[src/rtl/output_sample_buffer.sv]
// Rescales MAC accumulator results to Q1.15 samples and streams them out through a small FIFO.
// Optional macro OUT_SATURATE_EN clamps out-of-range samples instead of wrapping them.
module output_sample_buffer #(
  parameter int ACC_W      = 32,
  parameter int DATA_W     = 16,
  parameter int FRAC_SHIFT = 15,
  parameter int DEPTH      = 8,
  parameter int ADDR_W     = 3
) (
  input  logic              clk,
  input  logic              reset_n,
  input  logic              en,
  input  logic [ACC_W-1:0]  y_in,
  input  logic              y_valid,
  output logic [DATA_W-1:0] m_data,
  output logic              m_valid,
  input  logic              m_ready,
  output logic [ADDR_W:0]   level,
  output logic              full,
  output logic [7:0]        drop_cnt,
  output logic              sat_flag
);

  localparam logic [ADDR_W:0] FULL_CNT = (ADDR_W+1)'(DEPTH);

  logic signed [ACC_W-1:0] shifted;
  logic [DATA_W-1:0]       sample;
  logic [DATA_W-1:0]       mem [DEPTH];

  logic [ADDR_W-1:0] wr_ptr_q, rd_ptr_q;
  logic [ADDR_W:0]   cnt_q, cnt_d;
  logic [DATA_W-1:0] m_data_q;
  logic              m_valid_q, m_valid_d;
  logic [7:0]        drop_q, drop_d;
  logic              pop, wr, drop;

  assign shifted = $signed(y_in) >>> FRAC_SHIFT;

`ifdef OUT_SATURATE_EN
  localparam logic signed [ACC_W-1:0] SAT_MAX = ACC_W'((longint'(1) << (DATA_W-1)) - 1);
  localparam logic signed [ACC_W-1:0] SAT_MIN = ACC_W'(-(longint'(1) << (DATA_W-1)));

  logic clamped;
  logic sat_q;

  always_comb begin
    clamped = 1'b0;
    sample  = DATA_W'(shifted);
    if (shifted > SAT_MAX) begin
      clamped = 1'b1;
      sample  = DATA_W'(SAT_MAX);
    end else if (shifted < SAT_MIN) begin
      clamped = 1'b1;
      sample  = DATA_W'(SAT_MIN);
    end
  end

  // Sticky: only clamps on writes that actually land in the array count.
  always_ff @(posedge clk or negedge reset_n) begin
    if (!reset_n)
      sat_q <= 1'b0;
    else if (wr && clamped)
      sat_q <= 1'b1;
  end

  assign sat_flag = sat_q;
`else
  assign sample   = DATA_W'(shifted);
  assign sat_flag = 1'b0;
`endif

  // A pop refills the output register whenever it is empty or being drained this edge.
  assign pop  = (cnt_q != '0) && (!m_valid_q || m_ready);
  assign full = (cnt_q == FULL_CNT);
  assign wr   = en && y_valid && (!full || pop);
  assign drop = en && y_valid && full && !pop;

  always_comb begin
    cnt_d = cnt_q;
    case ({wr, pop})
      2'b10:   cnt_d = cnt_q + 1'b1;
      2'b01:   cnt_d = cnt_q - 1'b1;
      default: cnt_d = cnt_q;
    endcase

    m_valid_d = m_valid_q;
    if (pop)
      m_valid_d = 1'b1;
    else if (m_valid_q && m_ready)
      m_valid_d = 1'b0;

    drop_d = drop_q;
    if (drop && (drop_q != 8'hFF))
      drop_d = drop_q + 8'd1;
  end

  always_ff @(posedge clk or negedge reset_n) begin
    if (!reset_n) begin
      wr_ptr_q  <= '0;
      rd_ptr_q  <= '0;
      cnt_q     <= '0;
      m_data_q  <= '0;
      m_valid_q <= 1'b0;
      drop_q    <= '0;
    end else begin
      if (wr)
        wr_ptr_q <= wr_ptr_q + 1'b1;
      if (pop) begin
        rd_ptr_q <= rd_ptr_q + 1'b1;
        m_data_q <= mem[rd_ptr_q];
      end
      cnt_q     <= cnt_d;
      m_valid_q <= m_valid_d;
      drop_q    <= drop_d;
    end
  end

  // Storage is left unreset; at full, a same-edge write and pop share an address and the read sees old data.
  always_ff @(posedge clk) begin
    if (wr)
      mem[wr_ptr_q] <= sample;
  end

  assign m_data   = m_data_q;
  assign m_valid  = m_valid_q;
  assign level    = cnt_q + {{ADDR_W{1'b0}}, m_valid_q};
  assign drop_cnt = drop_q;

endmodule

[config.mk]
export PLATFORM = sky130hd
export DESIGN_NAME = output_sample_buffer
export DESIGN_NICKNAME = d
export VERILOG_FILES = /design/src/rtl/output_sample_buffer.sv
export SDC_FILE = /design/constraint.sdc
export NUM_CORES = 1
export LEC_CHECK = 0
export ABC_AREA = 1
export CAP_MARGIN = 25
export CORE_MARGIN = 10
export CORE_UTILIZATION = 40
export CTS_CLUSTER_SIZE = 24
export DETAILED_ROUTE_END_ITERATION = 8
export PLACE_DENSITY = 0.7
export SETUP_SLACK_MARGIN = 0.1
export SYNTH_ARGS = -nofsm -noshare
export SYNTH_HDL_FRONTEND = slang
export SYNTH_SLANG_ARGS = --single-unit
[constraint.sdc]
create_clock -name clk -period 4.77 [get_ports clk]
set_input_delay 0.477 -clock clk [delete_from_list [all_inputs] [get_ports clk]]
set_output_delay 0.477 -clock clk [all_outputs]
set_load 0.02 [all_outputs]
## Yosys cells after proc, flatten, opt, wreduce, memory -nomap -nowiden

Memory sizes are Yosys's and may differ from the RTL's. A register that Yosys moved wholly into a read port is not among the register bits.
Index checks and enable logic that the tools add are counted.

| storage, ports and cells | value |
|---|---|
| bits in registers | 19 |
| bits in latches | 0 |
| bits in writable memories | 128 |
| bits in read-only memories | 0 |
| input port bits | 37 |
| output and inout bits | 31 |
| memories kept | 1 |

| cells by class | value |
|---|---|
| add/sub/neg operators | 6 |
| multipliers | 0 |
| div/mod/pow operators | 0 |
| order comparisons | 0 |
| eq/ne operators | 4 |
| shifts and indexed selects | 0 |
| mux-type cells | 5 |
| bitwise operators | 0 |
| reductions and logical operators | 16 |

Memory list:

| memory | depth | bits a word | read ports | clocked after memory_dff | wr ports | line | source |
|---|---|---|---|---|---|---|---|
| mem | 8 | 16 | 1 | 1 | 1 | 28 | `logic [DATA_W-1:0] mem [DEPTH];` |

Operators with widths:

| kind | count |
|---|---|
| adder 8 x 1 -> 8 bit (second input constant) | 1 |
| inequality test 8 bit (second input constant) | 1 |
| case mux 4 bit (2 select lines) | 1 |
| logical AND 1 bit | 7 |
| adder 3 x 1 -> 3 bit (second input constant) | 2 |
| adder 4 x 1 -> 4 bit | 1 |
| adder 4 x 1 -> 4 bit (second input constant) | 1 |
| == test 4 bit (second input constant) | 1 |
| zero test 1 bit | 4 |
| two-way mux 1 bit | 4 |
| nonzero test 2 bit | 2 |
| nonzero test 4 bit | 1 |
| subtractor 4 x 1 -> 4 bit (second input constant) | 1 |
| == test 2 x 1 -> 1 bit (second input constant) | 1 |
| == test 2 bit (second input constant) | 1 |
| logical OR 1 bit | 2 |

## Depth between registers and ports, before layout

| logic depth | value |
|---|---|
| depth after elaboration | 7 |
| depth in mapped cells | 12 |

## Worst setup path before layout

OpenSTA, ideal clock, no wires.

| path | value |
|---|---|
| path type | reg-to-reg |
| start point | reg cnt_q[0] |
| end point | mem mem[0][0] (enable) |
| setup time | 0.388 ns |
| arrival time | 1.824 ns |
| slack | 2.557 ns |
| stages on the path, launching flop included | 8 |
| buffers on the path | 0 |
| clock period less this slack | 2.213 ns |
| cell sequence | dfrtp_1 -> nor2_4 -> nand3_2 -> inv_2 -> nand3_4 -> nand2_1 -> or2_2 -> nor2_1 |

| on the way | value |
|---|---|
| cells in the longest elaborated chain, start to end | 6 |

RTL lines:

| element | line | source |
|---|---|---|
| from (decl) | 31 | `logic [ADDR_W:0] cnt_q, cnt_d;` |
| from (signal assigned) | 112 | `cnt_q <= cnt_d;` |
| == test 4 bit | 74 | `assign full = (cnt_q == FULL_CNT);` |
| named net full | 19 | `output logic full,` |
| zero test 1 bit | 75 | `assign wr = en && y_valid && (!full \|\| pop);` |
| logical OR 1 bit | 75 |  |
| logical AND 1 bit | 75 |  |
| two-way mux 1 bit | 120 | `if (wr)` |
| two-way mux 1 bit (implied by the code) | 121 | `mem[wr_ptr_q] <= sample;` |
| to (decl) | 28 |  |

The timed path passes the listed nets, and every way through them passes these cells.

## Worst setup path in the final report

| path | value |
|---|---|
| start point | reg cnt_q[0] |
| end point | out level[2] |

| on the way | value |
|---|---|
| cells in the longest elaborated chain, start to end | 1 |

RTL lines:

| element | line | source |
|---|---|---|
| adder 4 x 1 -> 4 bit | 126 | `assign level = cnt_q + {{ADDR_W{1'b0}}, m_valid_q};` |
| to (decl) | 18 | `output logic [ADDR_W:0] level,` |

No other way between the ends.

==> impl_metrics.json <==
{
  "run_status": "completed",
  "ctsResizeCount": 0,
  "row_count": 46,
  "path_buf_inv": 1,
  "mostFrequentLayoutCells": "128 x edfxtp_1, 76 x nor2_1, 64 x nand2_1, 60 x o21ai_0, 49 x clkdlybuf4s50_1",
  "critPathSlowestCell": "clkdlybuf4s50_1",
  "core_area_um2": 16000,
  "tightest_slew_ns": 0.772,
  "port_buffers": 50,
  "drv_slew": 0,
  "total_power_mw": 4.91,
  "die_y_um": 148,
  "fin_crit_ns": 2.57,
  "path_cells": "ha_1 -> ha_1 -> xor2_1 -> clkdlybuf4s50_1",
  "drive_gt1_share_pct": 11.0,
  "initial_utilization_pct": 41.1,
  "post-route-period-util_pct": 53.9,
  "diodes": 0,
  "synth-seq-cells": 163,
  "cts.sinks": 163,
  "hold_path.class": "in -> async",
  "grt_use_total_pct": 12.9,
  "fin_area_um2": 7930,
  "cp_slowest_stage_delay_ns": 0.62,
  "synth_area_um2": 6580,
  "nets": 613,
  "maxCapViolations": 0,
  "cts_tree": "built",
  "path_common_cell": "ha_1",
  "dp_hpwl_um": 8390,
  "timing.setup.tns_ns": 0,
  "grt_max_degree": 67,
  "powerDensity_nw_per_um2": 619,
  "fillers": 1376,
  "wirelength_um": 14300,
  "start_kind": "flop",
  "critPathMaxFanout": 6,
  "slew_headroom_pct": 48.5,
  "hold_slack_ns": 0.126,
  "wl_per_cell_um": 17.9,
  "root_buffer": "clkbuf_16",
  "final_common_cell": "edfxtp_1",
  "grt_pass1_vias": 4192,
  "crit_family": "buffers and inverters",
  "end_kind": "primary output",
  "detail-route-antenna-nets": 0,
  "grt.overflow.total": 0,
  "required_ns": 4.29,
  "hold_violations": 0,
  "drc_errors": 0,
  "hold_buffers": 0,
  "yosysWarnings": 0,
  "rsz0062_at_grt": "false",
  "syn_nets": 559,
  "syn2layout_area_growth_pct": 20.5,
  "die_area_um2": 22000,
  "drt-pass1-iter-count": 5,
  "seq_area_frac_synth_pct": 71.7,
  "clk_pin_slew_ns": 0.06,
  "utilization_pct": 49.6,
  "die_w_um": 148,
  "clock_skew_ns": 0.00899,
  "max_clock_freq_ghz": 0.389,
  "cts_htree_levels": 4,
  "setup_viol": 0,
  "antenna_found_initial": 1,
  "grt_first_pass_wirelength_um": 22100,
  "cts_buffers": 17,
  "syn-mean-instance-area_um2": 12.8,
  "clkLatencyLatePin_ns": 0.43,
  "worstSetupPathType": "reg -> out",
  "syn_inst": 516,
  "drtIter0Drc": 394,
  "viasPerCell": 5.37,
  "dr_total_vias": 4291,
  "clockBufferDepth": 2,
  "cts_setup_buffers": 0,
  "globalplace.congestion": 0.815,
  "pin_count": 68,
  "synth_cell_types": 32,
  "critPathArrivalTime_ns": 2.09,
  "vdd_drop_max_uv": 324,
  "leakage_nw": 2.86,
  "placed_area_um2": 7290
}
## synthesized netlist by cell type
cell	n	area, um2
edfxtp_1	128	3840
nor2_1	76	285
nand2_1	64	240
o21ai_0	60	300
dfrtp_1	35	876
clkbuf_1	17	63.8
o211ai_1	16	120
o221ai_1	16	140
o22ai_1	16	100
inv_1	14	52.6
xor2_1	10	87.6
nand3_1	9	45.0
o21ai_1	9	45.0
buf_2	6	30.0
ha_1	6	75.1
inv_2	5	18.8
xnor2_1	5	43.8
buf_4	3	22.5
nand2_2	3	18.8
nand4_1	3	18.8
buf_6	2	22.5
nand3_2	2	20.0
nor2_4	2	22.5
conb_1	1	3.75
mux2_4	1	15.0
nand2_4	1	11.3
nand3_4	1	17.5
nor3_1	1	5.00
nor3_2	1	10.0
nor3b_2	1	12.5
o21bai_1	1	7.51
or2_2	1	6.26
## worst paths after layout
check                           from          end  slack (ns)  cells after the start
setup / recovery            cnt_q[0]     level[2]        2.20                      4
hold / removal               reset_n     cnt_q[2]        0.13                      1
setup reg to reg            cnt_q[0]    mem[7][5]        2.48                      9
hold reg to reg            m_data[4]    m_data[4]        0.49                      2
max in group asynchronous    reset_n  rd_ptr_q[1]        4.15                      1
min in group clk           m_data[4]    m_data[4]        0.49                      2
## area by class of cell
class                      instances  area, um2  share of cell area, %
clock inverter                    15        168                   2.11
inverter                          19       71.3                  0.899
tap                              216        270                   3.41
sequential                       163       4720                   59.5
timing repair buffer              63        626                   7.89
clock buffer                      17        425                   5.36
multi-input combinational        306       1650                   20.8
## stage by stage
step                cells  setup WS (ns)
finish                799           2.20
global route          799           2.12
floorplan             516           2.56
detailed placement    765           1.97
CTS                   797           2.18
global placement      765           1.96
## kinds of logic (layout without fill, tap and decap cells)
| logic type | Yosys count | in the layout | share of synthesized area (%) |
|---|---|---|---|
| AOI/OAI and AO/OA | 118 | 118 | 10.8 |
| and+or+nand+nor | 165 | 165 | 10.8 |
| muxes | 1 | 1 | 0.228 |
| buffers and inverters | 47 | 114 | 3.19 |
| xor gates and xnor gates | 15 | 15 | 2.00 |
| DFF | 163 | 163 | 71.7 |
| adders and majority gates | 6 | 6 | 1.14 |
| other | 1 | 1 | 0.0570 |
## state kept, by name, indices dropped and copies added (netlist names)
name and flops:
rd_ptr_q 3, m_valid 1, wr_ptr_q 3, mem 128
m_data 16, drop_cnt 8, cnt_q 4
## per-layer routing
layer | up-vias | track usage, % | wire (um)
li1 | 1978 | - | -
met1 | 2116 | 15.9 | 6100
met2 | 164 | 20.5 | 6740
met3 | 31 | 3.97 | 1220
met4 | 2 | 5.90 | 272
met5 | - | 0 | 9
## power by group
part	total (mW)	internal, mW	switching [mW]
Clock	1.36	0.785	0.575
Combinational	1.70	0.617	1.08
Sequential	1.85	1.74	0.118
## worst register-to-register path: stages, from the launching register on
cell and delay (ns):
dfrtp_1 0.51, nor2_4 0.06, nand3_2 0.07, inv_2 0.06, nand3_4 0.07, nand2_1 0.10, inv_2 0.10, nand2_1 0.11
nor2_1 0.59, buf_4 0.34
Note: power is estimated with default switching activity, not from simulation.
